<file path="src/rtl/stopwatch_pkg.sv">
// Shared definitions for the stopwatch control sequencer.
//   - sw_state_t : FSM state encoding, also driven out on the debug LED port
//   - default timing constants for a 50 MHz board clock
package stopwatch_pkg;

   typedef enum logic [1:0] {
      IDLE  = 2'b00,
      RUN   = 2'b01,
      PAUSE = 2'b10,
      LAP   = 2'b11
   } sw_state_t;

   // 0.1 s at 50 MHz
   localparam int TICK_DIV_DEFAULT        = 5000000;
   // 20 ms at 50 MHz
   localparam int DEBOUNCE_CYCLES_DEFAULT = 1000000;

   // Time advances in RUN and LAP; LAP only freezes the display.
   function automatic logic is_running(input sw_state_t s);
      return (s == RUN) || (s == LAP);
   endfunction

endpackage

</file>
<file path="src/rtl/button_debounce.sv">
// Purpose : 2-flop synchronizer + debounce counter + rising-edge press pulse for one raw button.
// Latency : raw edge held stable -> press pulse 2 + DEBOUNCE_CYCLES cycles later.
// Backpr. : none; press is a single-cycle pulse, release produces no pulse.
// Ports   : clock, reset (sync, active-high), btn_raw (async, active-high), press (1-cycle pulse).
module button_debounce
   import stopwatch_pkg::*;
#(
   parameter int DEBOUNCE_CYCLES = DEBOUNCE_CYCLES_DEFAULT
) (
   input  logic clock,
   input  logic reset,
   input  logic btn_raw,
   output logic press
);

   localparam int              CW       = (DEBOUNCE_CYCLES > 1) ? $clog2(DEBOUNCE_CYCLES) : 1;
   localparam logic [CW-1:0]   CNT_LAST = CW'(DEBOUNCE_CYCLES - 1);

   logic          sync1_q, sync1_d;
   logic          sync2_q, sync2_d;
   logic          acc_q,   acc_d;
   logic [CW-1:0] cnt_q,   cnt_d;
   logic          press_q, press_d;

   always_comb begin
      sync1_d = btn_raw;
      sync2_d = sync1_q;
      acc_d   = acc_q;
      cnt_d   = '0;
      // Counter only runs while the synchronized level disagrees with the
      // accepted level; any agreeing cycle restarts the stability window.
      if (sync2_q != acc_q) begin
         if (cnt_q == CNT_LAST) begin
            acc_d = sync2_q;
         end else begin
            cnt_d = cnt_q + CW'(1);
         end
      end
      // Pulse is registered on the same edge the accepted level rises.
      press_d = acc_d & ~acc_q;
   end

   always_ff @(posedge clock) begin
      if (reset) begin
         sync1_q <= 1'b0;
         sync2_q <= 1'b0;
         acc_q   <= 1'b0;
         cnt_q   <= '0;
         press_q <= 1'b0;
      end else begin
         sync1_q <= sync1_d;
         sync2_q <= sync2_d;
         acc_q   <= acc_d;
         cnt_q   <= cnt_d;
         press_q <= press_d;
      end
   end

   assign press = press_q;

endmodule

</file>
<file path="src/rtl/stopwatch_ctrl.sv">
// Purpose : stopwatch sequencer - debounced buttons drive a start/pause/lap/clear FSM and a
//           0.1 s prescaler producing count tick, counter clear and display lap-freeze.
// Latency : press pulse -> state and all outputs update on the next clock edge.
// Backpr. : none; buttons are sampled continuously, simultaneous presses resolved by priority.
// Ports   : clock, reset (sync, active-high); btn_start_stop/btn_lap/btn_clear raw buttons;
//           run, tick, clear_count, lap_hold (registered controls); state (2-bit debug encoding).
module stopwatch_ctrl
   import stopwatch_pkg::*;
#(
   parameter int TICK_DIV        = TICK_DIV_DEFAULT,
   parameter int DEBOUNCE_CYCLES = DEBOUNCE_CYCLES_DEFAULT
) (
   input  logic       clock,
   input  logic       reset,
   input  logic       btn_start_stop,
   input  logic       btn_lap,
   input  logic       btn_clear,
   output logic       run,
   output logic       tick,
   output logic       clear_count,
   output logic       lap_hold,
   output logic [1:0] state
);

   localparam int            PW       = $clog2(TICK_DIV);
   localparam logic [PW-1:0] PRE_LAST = PW'(TICK_DIV - 1);

   logic p_ss, p_lap, p_clr;

   button_debounce #(.DEBOUNCE_CYCLES(DEBOUNCE_CYCLES)) u_db_ss (
      .clock   (clock),
      .reset   (reset),
      .btn_raw (btn_start_stop),
      .press   (p_ss)
   );

   button_debounce #(.DEBOUNCE_CYCLES(DEBOUNCE_CYCLES)) u_db_lap (
      .clock   (clock),
      .reset   (reset),
      .btn_raw (btn_lap),
      .press   (p_lap)
   );

   button_debounce #(.DEBOUNCE_CYCLES(DEBOUNCE_CYCLES)) u_db_clr (
      .clock   (clock),
      .reset   (reset),
      .btn_raw (btn_clear),
      .press   (p_clr)
   );

   sw_state_t     state_q,    state_d;
   logic          run_q,      run_d;
   logic          tick_q,     tick_d;
   logic          clr_q,      clr_d;
   logic          lap_hold_q, lap_hold_d;
   logic [PW-1:0] pre_q,      pre_d;

   // Next-state logic. Within each state presses are tested in priority
   // order clear > start_stop > lap, considering only presses legal there,
   // so an illegal higher-priority press never masks a legal lower one.
   always_comb begin
      state_d = state_q;
      clr_d   = 1'b0;
      unique case (state_q)
         IDLE: begin
            if (p_clr) begin
               clr_d = 1'b1;
            end else if (p_ss) begin
               state_d = RUN;
            end
         end
         RUN: begin
            if (p_ss) begin
               state_d = PAUSE;
            end else if (p_lap) begin
               state_d = LAP;
            end
         end
         LAP: begin
            if (p_ss) begin
               state_d = PAUSE;
            end else if (p_lap) begin
               state_d = RUN;
            end
         end
         PAUSE: begin
            if (p_clr) begin
               state_d = IDLE;
               clr_d   = 1'b1;
            end else if (p_ss) begin
               state_d = RUN;
            end
         end
      endcase
      run_d      = is_running(state_d);
      lap_hold_d = (state_d == LAP);
   end

   // Prescaler. Counts every cycle the registered run output is high.
   // If the wrap point coincides with the edge that stops the watch, the
   // count holds at its last value instead of wrapping, so the pending tick
   // is issued on the first cycle after resuming rather than being lost or
   // appearing while run is low.
   always_comb begin
      pre_d  = pre_q;
      tick_d = 1'b0;
      if (clr_d) begin
         pre_d = '0;
      end else if (run_q) begin
         if (pre_q == PRE_LAST) begin
            if (run_d) begin
               pre_d  = '0;
               tick_d = 1'b1;
            end
         end else begin
            pre_d = pre_q + PW'(1);
         end
      end
   end

   always_ff @(posedge clock) begin
      if (reset) begin
         state_q    <= IDLE;
         run_q      <= 1'b0;
         tick_q     <= 1'b0;
         clr_q      <= 1'b0;
         lap_hold_q <= 1'b0;
         pre_q      <= '0;
      end else begin
         state_q    <= state_d;
         run_q      <= run_d;
         tick_q     <= tick_d;
         clr_q      <= clr_d;
         lap_hold_q <= lap_hold_d;
         pre_q      <= pre_d;
      end
   end

   assign run         = run_q;
   assign tick        = tick_q;
   assign clear_count = clr_q;
   assign lap_hold    = lap_hold_q;
   assign state       = state_q;

endmodule

</file>
<file path="config.mk">
export PLATFORM = sky130hd
export DESIGN_NAME = stopwatch_ctrl
export DESIGN_NICKNAME = d
export VERILOG_FILES = /design/src/rtl/stopwatch_pkg.sv /design/src/rtl/button_debounce.sv /design/src/rtl/stopwatch_ctrl.sv
export SDC_FILE = /design/constraint.sdc
export NUM_CORES = 1
export LEC_CHECK = 0
export ABC_AREA = 1
export CAP_MARGIN = 20
export CORE_UTILIZATION = 30
export CTS_CLUSTER_SIZE = 8
export DETAILED_ROUTE_END_ITERATION = 16
export SYNTH_ARGS = -nofsm -noshare
export SYNTH_HDL_FRONTEND = slang
export SYNTH_SLANG_ARGS = --single-unit
</file>
<file path="constraint.sdc">
create_clock -name clock -period 3.5 [get_ports clock]
set_input_delay 0.7 -clock clock [delete_from_list [all_inputs] [get_ports clock]]
set_output_delay 0.7 -clock clock [all_outputs]
set_load 0.01 [all_outputs]
</file>
==> results of run 1 <==
## cell families (layout without fill, tap and decap cells)
family,count (synthesis),after routing
flops,100,100
simple gates,493,493
fa+ha+maj,4,4
compound gates,64,64
xor+xnor,21,21
buf+inv,133,148
## layout by cell type (no fill, tap or decap), drive strengths merged, types with 3 or more instances in the layout
cell type / synthesis / final
a21oi: 47 / 47
xor2: 17 / 17
clkdlybuf4s50: 0 / 10
nor2: 127 / 127
nor3b: 6 / 6
nand3: 74 / 74
nand4: 25 / 25
nand3b: 7 / 7
nand2: 207 / 207
nor3: 35 / 35
ha: 4 / 4
inv: 119 / 121
o21ai: 14 / 14
dfxtp: 100 / 100
clkinv: 1 / 3
clkbuf: 2 / 10
or2: 7 / 7
xnor2: 4 / 4
## worst max path at each step
stage	slack (ns)	cells after the start	end
CTS	1.19	2	state[0]
detailed placement	0.92	7	u_db_ss.cnt_q[15]$_SDFF_PP0_
global route	1.08	7	u_db_ss.cnt_q[15]$_SDFF_PP0_
global placement	0.98	7	u_db_ss.cnt_q[17]$_SDFF_PP0_
floorplan	1.89	6	u_db_clr.cnt_q[19]$_SDFF_PP0_
finish	1.22	2	state[0]
## registers in the layout (all words and copies together) (netlist names), 2 cells and up
signal	flops
pre_q	23
u_db_clr.cnt_q	20
u_db_lap.cnt_q	20
u_db_ss.cnt_q	20
state	2
## cell type report
type / count / share of cell area (%)
clock buffer: 10 / 3.929
clock inverter: 6 / 1.728
inverter: 120 / 7.406
multi-input combinational: 582 / 47.50
sequential: 100 / 32.92
tap: 225 / 4.629
timing repair buffer: 12 / 1.893
## power by group
part | leakage, nW | internal, mW | total (mW) | switching [mW]
Sequential | 0.807 | 1.14 | 1.14 | 0.00272
Combinational | 1.28 | 0.0107 | 0.0310 | 0.0202
Clock | 0.168 | 0.661 | 1.13 | 0.466
Total | 2.26 | 1.81 | 2.30 | 0.489
## stage by stage
| step | setup WS [ns] | instances | instance area (µm²) |
|---|---|---|---|
| floorplan | 1.894 | 815 | 5424 |
| global placement | 0.9839 | 1039 | 5738 |
| detailed placement | 0.9169 | 1039 | 5738 |
| CTS | 1.189 | 1055 | 6082 |
| global route | 1.085 | 1055 | 6082 |
| finish | 1.219 | 1055 | 6082 |
## per-layer routing
metal  share of wire (%)  routed length, µm  GRT usage [%]  vias to the layer above
met4                0.91                103          3.889                        0
li1                    -                  -              -                     2610
met3                 4.1                470          2.796                        7
met2                  46               5188          22.00                       85
met1                  49               5603          17.13                     2083
met5                   0                  0              0                        -
## worst max-delay path, cell delays in order (launching register included)
cell,delay (ns)
dfxtp_1,0.39
buf_4,0.26
clkdlybuf4s50_1,0.58
==> run_results.csv, run 1 <==
group,metric,value,unit
routing,num_vias,4785,
synthesis,synth_common_cells,"198 x nand2_1, 114 x inv_1, 112 x nor2_1",
grt,grt_max_degree,21,
die,die_y,136.5,µm
synthesis,synth_top_area_share,36.91,%
die,start_util,31.04,%
cts,cts_tree,"yes",
cts,cts_sinks,100,
outcome,status,"finished clean",
worst_setup_path,r2r-start,"pre_q[0]$_SDFFE_PP0P_",
grt,grt_pass1_vias,4368,
sta,fmax,438.4,MHz
grt,grt_pass1_wl,19.92,mm
synthesis,synthAdderAreaFrac,0.9227,%
sta,hold_viol,0,
place,hpwl,8.448,mm
synthesis,synth.most_common_cell,"nand2_1",
sta,min_period,2.281,ns
final_layout,n_antenna_cell,0,
cts,clockBufferDepth,2,
place,gp_congestion,0.8971,
place,portBuffers,10,
worst_setup_path,r2r_setup_slack,1.50,ns
cts,clk-insertion-delay-late,0.35,ns
final_layout,fill_cells,1859,
power,finalPower,2.302,mW
routing,remaining_drc_errors,0,
cts,cts_made_buffers,9,
worst_setup_path,worstReg2RegEnd,"pre_q[0]$_SDFFE_PP0P_",
power,power.density,378.5,nW/µm²
synthesis,yosysWarnings,0,
synthesis,synth_simple_gate_area_share,42.51,%
worst_setup_path,required,2.80,ns
worst_setup_path,critPathMaxFanout,14,
job,drv_cap,0,
cts,clk_pin_slew,0.07,ns
grt,antenna_found_initial,0,
routing,drt_pass1_iterations,5,
synthesis,synth-compound-area-share,6.436,%
synthesis,synth_cell_types,41,
synthesis,synth_edf_count,0,
worst_setup_path,arrival,1.58,ns
hold_path,min_from,"u_db_clr.sync1_q$_SDFF_PP0_",
hold_path,hold_end,"u_db_clr.sync2_q$_SDFF_PP0_",
hold_path,hold_path.class,"reg -> reg",
worst_setup_path,worst-r2r-cell-count,8,
die,design.die.area,18620,µm²
routing,viasPerCell,4.536,
power,p_leak,2.258,nW
power,vdd_drop_max,0.3388,mV
die,fp.dieW,136.5,µm
sta,slew_headroom,53.77,%
routing,drt_iter0_markers,242,
final_layout,register_area,2002,µm²
sta,setup_viol,0,
synthesis,netlist_instances,815,
worst_setup_path,endpoint_kind,"output port",
worst_setup_path,startpoint_type,"flip-flop",
sta,hold_slack,0.4021,ns
die,rows,48,
final_layout,nNetsFinal,834,
synthesis,async_flop_share,0,%
final_layout,final_util,34.80,%
die,boundaryPins,11,
routing,antenna_left,0,
synthesis,synth_seq_cells,100,
die,coreArea,17480,µm²
sta,setup_tns,0,ns
sta,worst_slew_pin_slew,0.6918,ns
sta,period_share,65.17,%
cts,htreeDepth,3,
cts,cts_resized,0,
synthesis,ys_top_cells_by_area,"dfxtp_1 37%, nand2_1 14%, inv_1 7.9%",
final_layout,drive_above_1_share,7.590,%
grt,grtUsageTotal,13.25,%
synthesis,synth.net_count,824,
synthesis,yosys.area.top_type,"dfxtp_1",
sta,rsz0062_at_grt,"false",
synthesis,synth_area,5424,µm²
synthesis,synthMuxAreaShare,0,%
cts,cts-root-buf,"clkbuf_16",
synthesis,seq_area_frac_synth,36.91,%
cts,postCtsSetupBuffers,0,
routing,wl_per_cell,10.77,µm
sta,clock_skew,0.007279,ns
worst_setup_path,crit_start,"state[0]$_SDFF_PP0_",
synthesis,avgSynthCellArea,6.655,µm²
final_layout,multi_input_area,2889,µm²
final_layout,area_growth,12.13,%
synthesis,synth_xor_area_share,3.391,%
hold_path,hold_depth,2,
routing,drt-total-wl,11.37,mm
synthesis,ys.flop_type,"dfxtp_1",
grt,grt-ovfl-total,0,
worst_setup_path,crit_type,"reg -> out",
sta,slew_viol_final,0,
cts,ctsHoldBuffers,0,
synthesis,synth_top_family_by_area,"simple AND/OR/NAND/NOR gates",
Note: power is estimated with default switching activity, not from simulation.
==> run 2: changes to the inputs <==
==> constraint.sdc (replaced) <==
create_clock -name clock -period 2.2 [get_ports clock]
set_input_delay 0.44 -clock clock [delete_from_list [all_inputs] [get_ports clock]]
set_output_delay 0.44 -clock clock [all_outputs]
set_load 0.01 [all_outputs]
==> run 2 against run 1 <==
Against the previous run:
- via count is 0.90% higher
- routed wire length is 2.4% higher
- register-to-register slack worse by 1.2 ns
- global-route usage is 0.33 points higher
- combinational power is 78% higher
- worst setup slack worse by 0.90 ns
- critical path type is now reg -> reg
- largest power group unchanged
==> run_results.csv, run 2 (synthesis gave the netlist of run 1 again) <==
group,metric,value,unit
outcome,status,"finished clean",
worst_setup_path,crit_chain,"ha_1 -> nand3_1 -> nor2_2 -> inv_2 -> nor2_2 -> nand3_1 -> nand2_2 -> inv_1 -> nand2_1 -> nor2_1",
sta,min_period,1.884,ns
place,pre_cts_slack,0.3223,ns
hold_path,hold_depth,2,
hold_path,min_from,"u_db_ss.sync1_q$_SDFF_PP0_",
final_layout,final_common_cell,"nand2_1",
power,finalPower,3.417,mW
grt,grt_pass1_vias,4384,
sta,rsz0062_at_grt,"false",
routing,num_vias,4828,
die,design.die.area,18620,µm²
final_layout,nNetsFinal,839,
worst_setup_path,cpMaxStageDelayCell,"dfxtp_1",
sta,setup_viol,0,
routing,wl_per_cell,10.97,µm
power,p_leak,2.255,nW
worst_setup_path,crit_type,"reg -> reg",
power,vdd_drop_max,0.3812,mV
worst_setup_path,r2r_setup_slack,0.32,ns
sta,slew_headroom,71.38,%
sta,clock_skew,0.008157,ns
worst_setup_path,critPathMaxFanout,19,
final_layout,largest_reg_flops,23,
cts,cts_tree,"yes",
sta,hold_viol,0,
place,hpwl,8.780,mm
cts,cts_resized,0,
hold_path,hold_path.class,"reg -> reg",
worst_setup_path,endpoint_kind,"flip-flop",
grt,grtUsageTotal,13.58,%
place,placed_area,5776,µm²
sta,setup_tns,0,ns
cts,clockBufferDepth,2,
final_layout,area_growth,11.70,%
routing,drt-total-wl,11.63,mm
cts,htreeDepth,3,
final_layout,largest_register,"pre_q",
worst_setup_path,r2r-start,"u_db_lap.cnt_q[0]$_SDFF_PP0_",
final_layout,postLayoutCellArea,6058,µm²
final_layout,final_cell_mix,"198 x nand2_1, 114 x inv_1, 112 x nor2_1",
die,boundaryPins,11,
die,start_util,31.04,%
grt,grt_max_degree,21,
power,power.density,564.0,nW/µm²
cts,postCtsSetupBuffers,0,
die,rows,48,
grt,antenna_found_initial,0,
final_layout,drive_above_1_share,8.024,%
cts,cts-root-buf,"clkbuf_16",
sta,setup_ws,0.3164,ns
die,die_y,136.5,µm
routing,drt_pass1_iterations,5,
final_layout,final_util,34.66,%
worst_setup_path,startpoint_type,"flip-flop",
routing,remaining_drc_errors,0,
cts,ctsHoldBuffers,0,
routing,antenna_left,0,
routing,viasPerCell,4.555,
sta,period_share,85.62,%
place,portBuffers,10,
place,gp_congestion,0.9041,
worst_setup_path,worstReg2RegEnd,"u_db_lap.cnt_q[18]$_SDFF_PP0_",
die,coreArea,17480,µm²
worst_setup_path,crit_path_max_incr_delay,0.39,ns
worst_setup_path,worst-r2r-cell-count,10,
sta,slew_viol_final,0,
final_layout,n_antenna_cell,0,
routing,drt_iter0_markers,288,
sta,worst_slew_pin_slew,0.4289,ns
grt,grt-ovfl-total,0,
worst_setup_path,arrival,2.14,ns
hold_path,hold_end,"u_db_ss.sync2_q$_SDFF_PP0_",
sta,fmax,530.9,MHz
cts,cts_sinks,100,
cts,clk-insertion-delay-late,0.36,ns
die,fp.dieW,136.5,µm
grt,grt_pass1_wl,20.37,mm
job,drv_cap,0,
worst_setup_path,required,2.45,ns
cts,cts_made_buffers,9,
cts,clk_pin_slew,0.07,ns
-- run 2: cell type report --
| cell class | instances | area (µm²) |
|---|---|---|
| clock buffer | 10 | 229.0 |
| tap | 225 | 281.5 |
| fill | 1903 | 11420 |
| clock inverter | 6 | 53.80 |
| multi-input combinational | 582 | 2889 |
| inverter | 120 | 450.4 |
| sequential | 100 | 2002 |
| timing repair buffer | 17 | 152.6 |
-- run 2: power by group --
group / internal (mW) / leakage, nW / switching, mW
Combinational: 0.0213 / 1.31 / 0.0339
Sequential: 1.81 / 0.807 / 0.00414
Clock: 0.793 / 0.141 / 0.750
Total: 2.63 / 2.26 / 0.788
-- run 2: critical path: cells and delay by family (launching register included) --
kind          cells  cell delay [ns]
fa+ha+maj         1             0.21
flops             1             0.39
buf+inv           2             0.16
simple gates      7             1.01
-- run 2: through the flow --
step                      std cells  hold WS [ns]
final                          1060        0.4008
after global placement         1044        0.3900
after floorplan                 815        0.3883
after detailed placement       1044        0.3924
after global routing           1060        0.4379
after CTS                      1060        0.4036
-- run 2: metal layers --
| metal | GRT usage (%) | share of wire (%) |
|---|---|---|
| met1 | 17.94 | 50 |
| met3 | 2.796 | 2.8 |
| met4 | 4.198 | 1.1 |
| met5 | 0 | 0 |
| met2 | 22.02 | 46 |
-- run 2: worst max path at each step --
stage,startpoint,endpoint,slack (ns),cells past startpoint
after floorplan,pre_q[0]$_SDFFE_PP0P_,pre_q[22]$_SDFFE_PP0P_,0.61,10
after global placement,reset,u_db_lap.cnt_q[18]$_SDFF_PP0_,0.37,7
after detailed placement,u_db_lap.cnt_q[0]$_SDFF_PP0_,u_db_lap.cnt_q[18]$_SDFF_PP0_,0.32,10
after CTS,state[0]$_SDFF_PP0_,state[0],0.28,1
after global routing,u_db_lap.cnt_q[0]$_SDFF_PP0_,u_db_lap.cnt_q[10]$_SDFF_PP0_,0.01,10
final,u_db_lap.cnt_q[0]$_SDFF_PP0_,u_db_lap.cnt_q[18]$_SDFF_PP0_,0.32,10
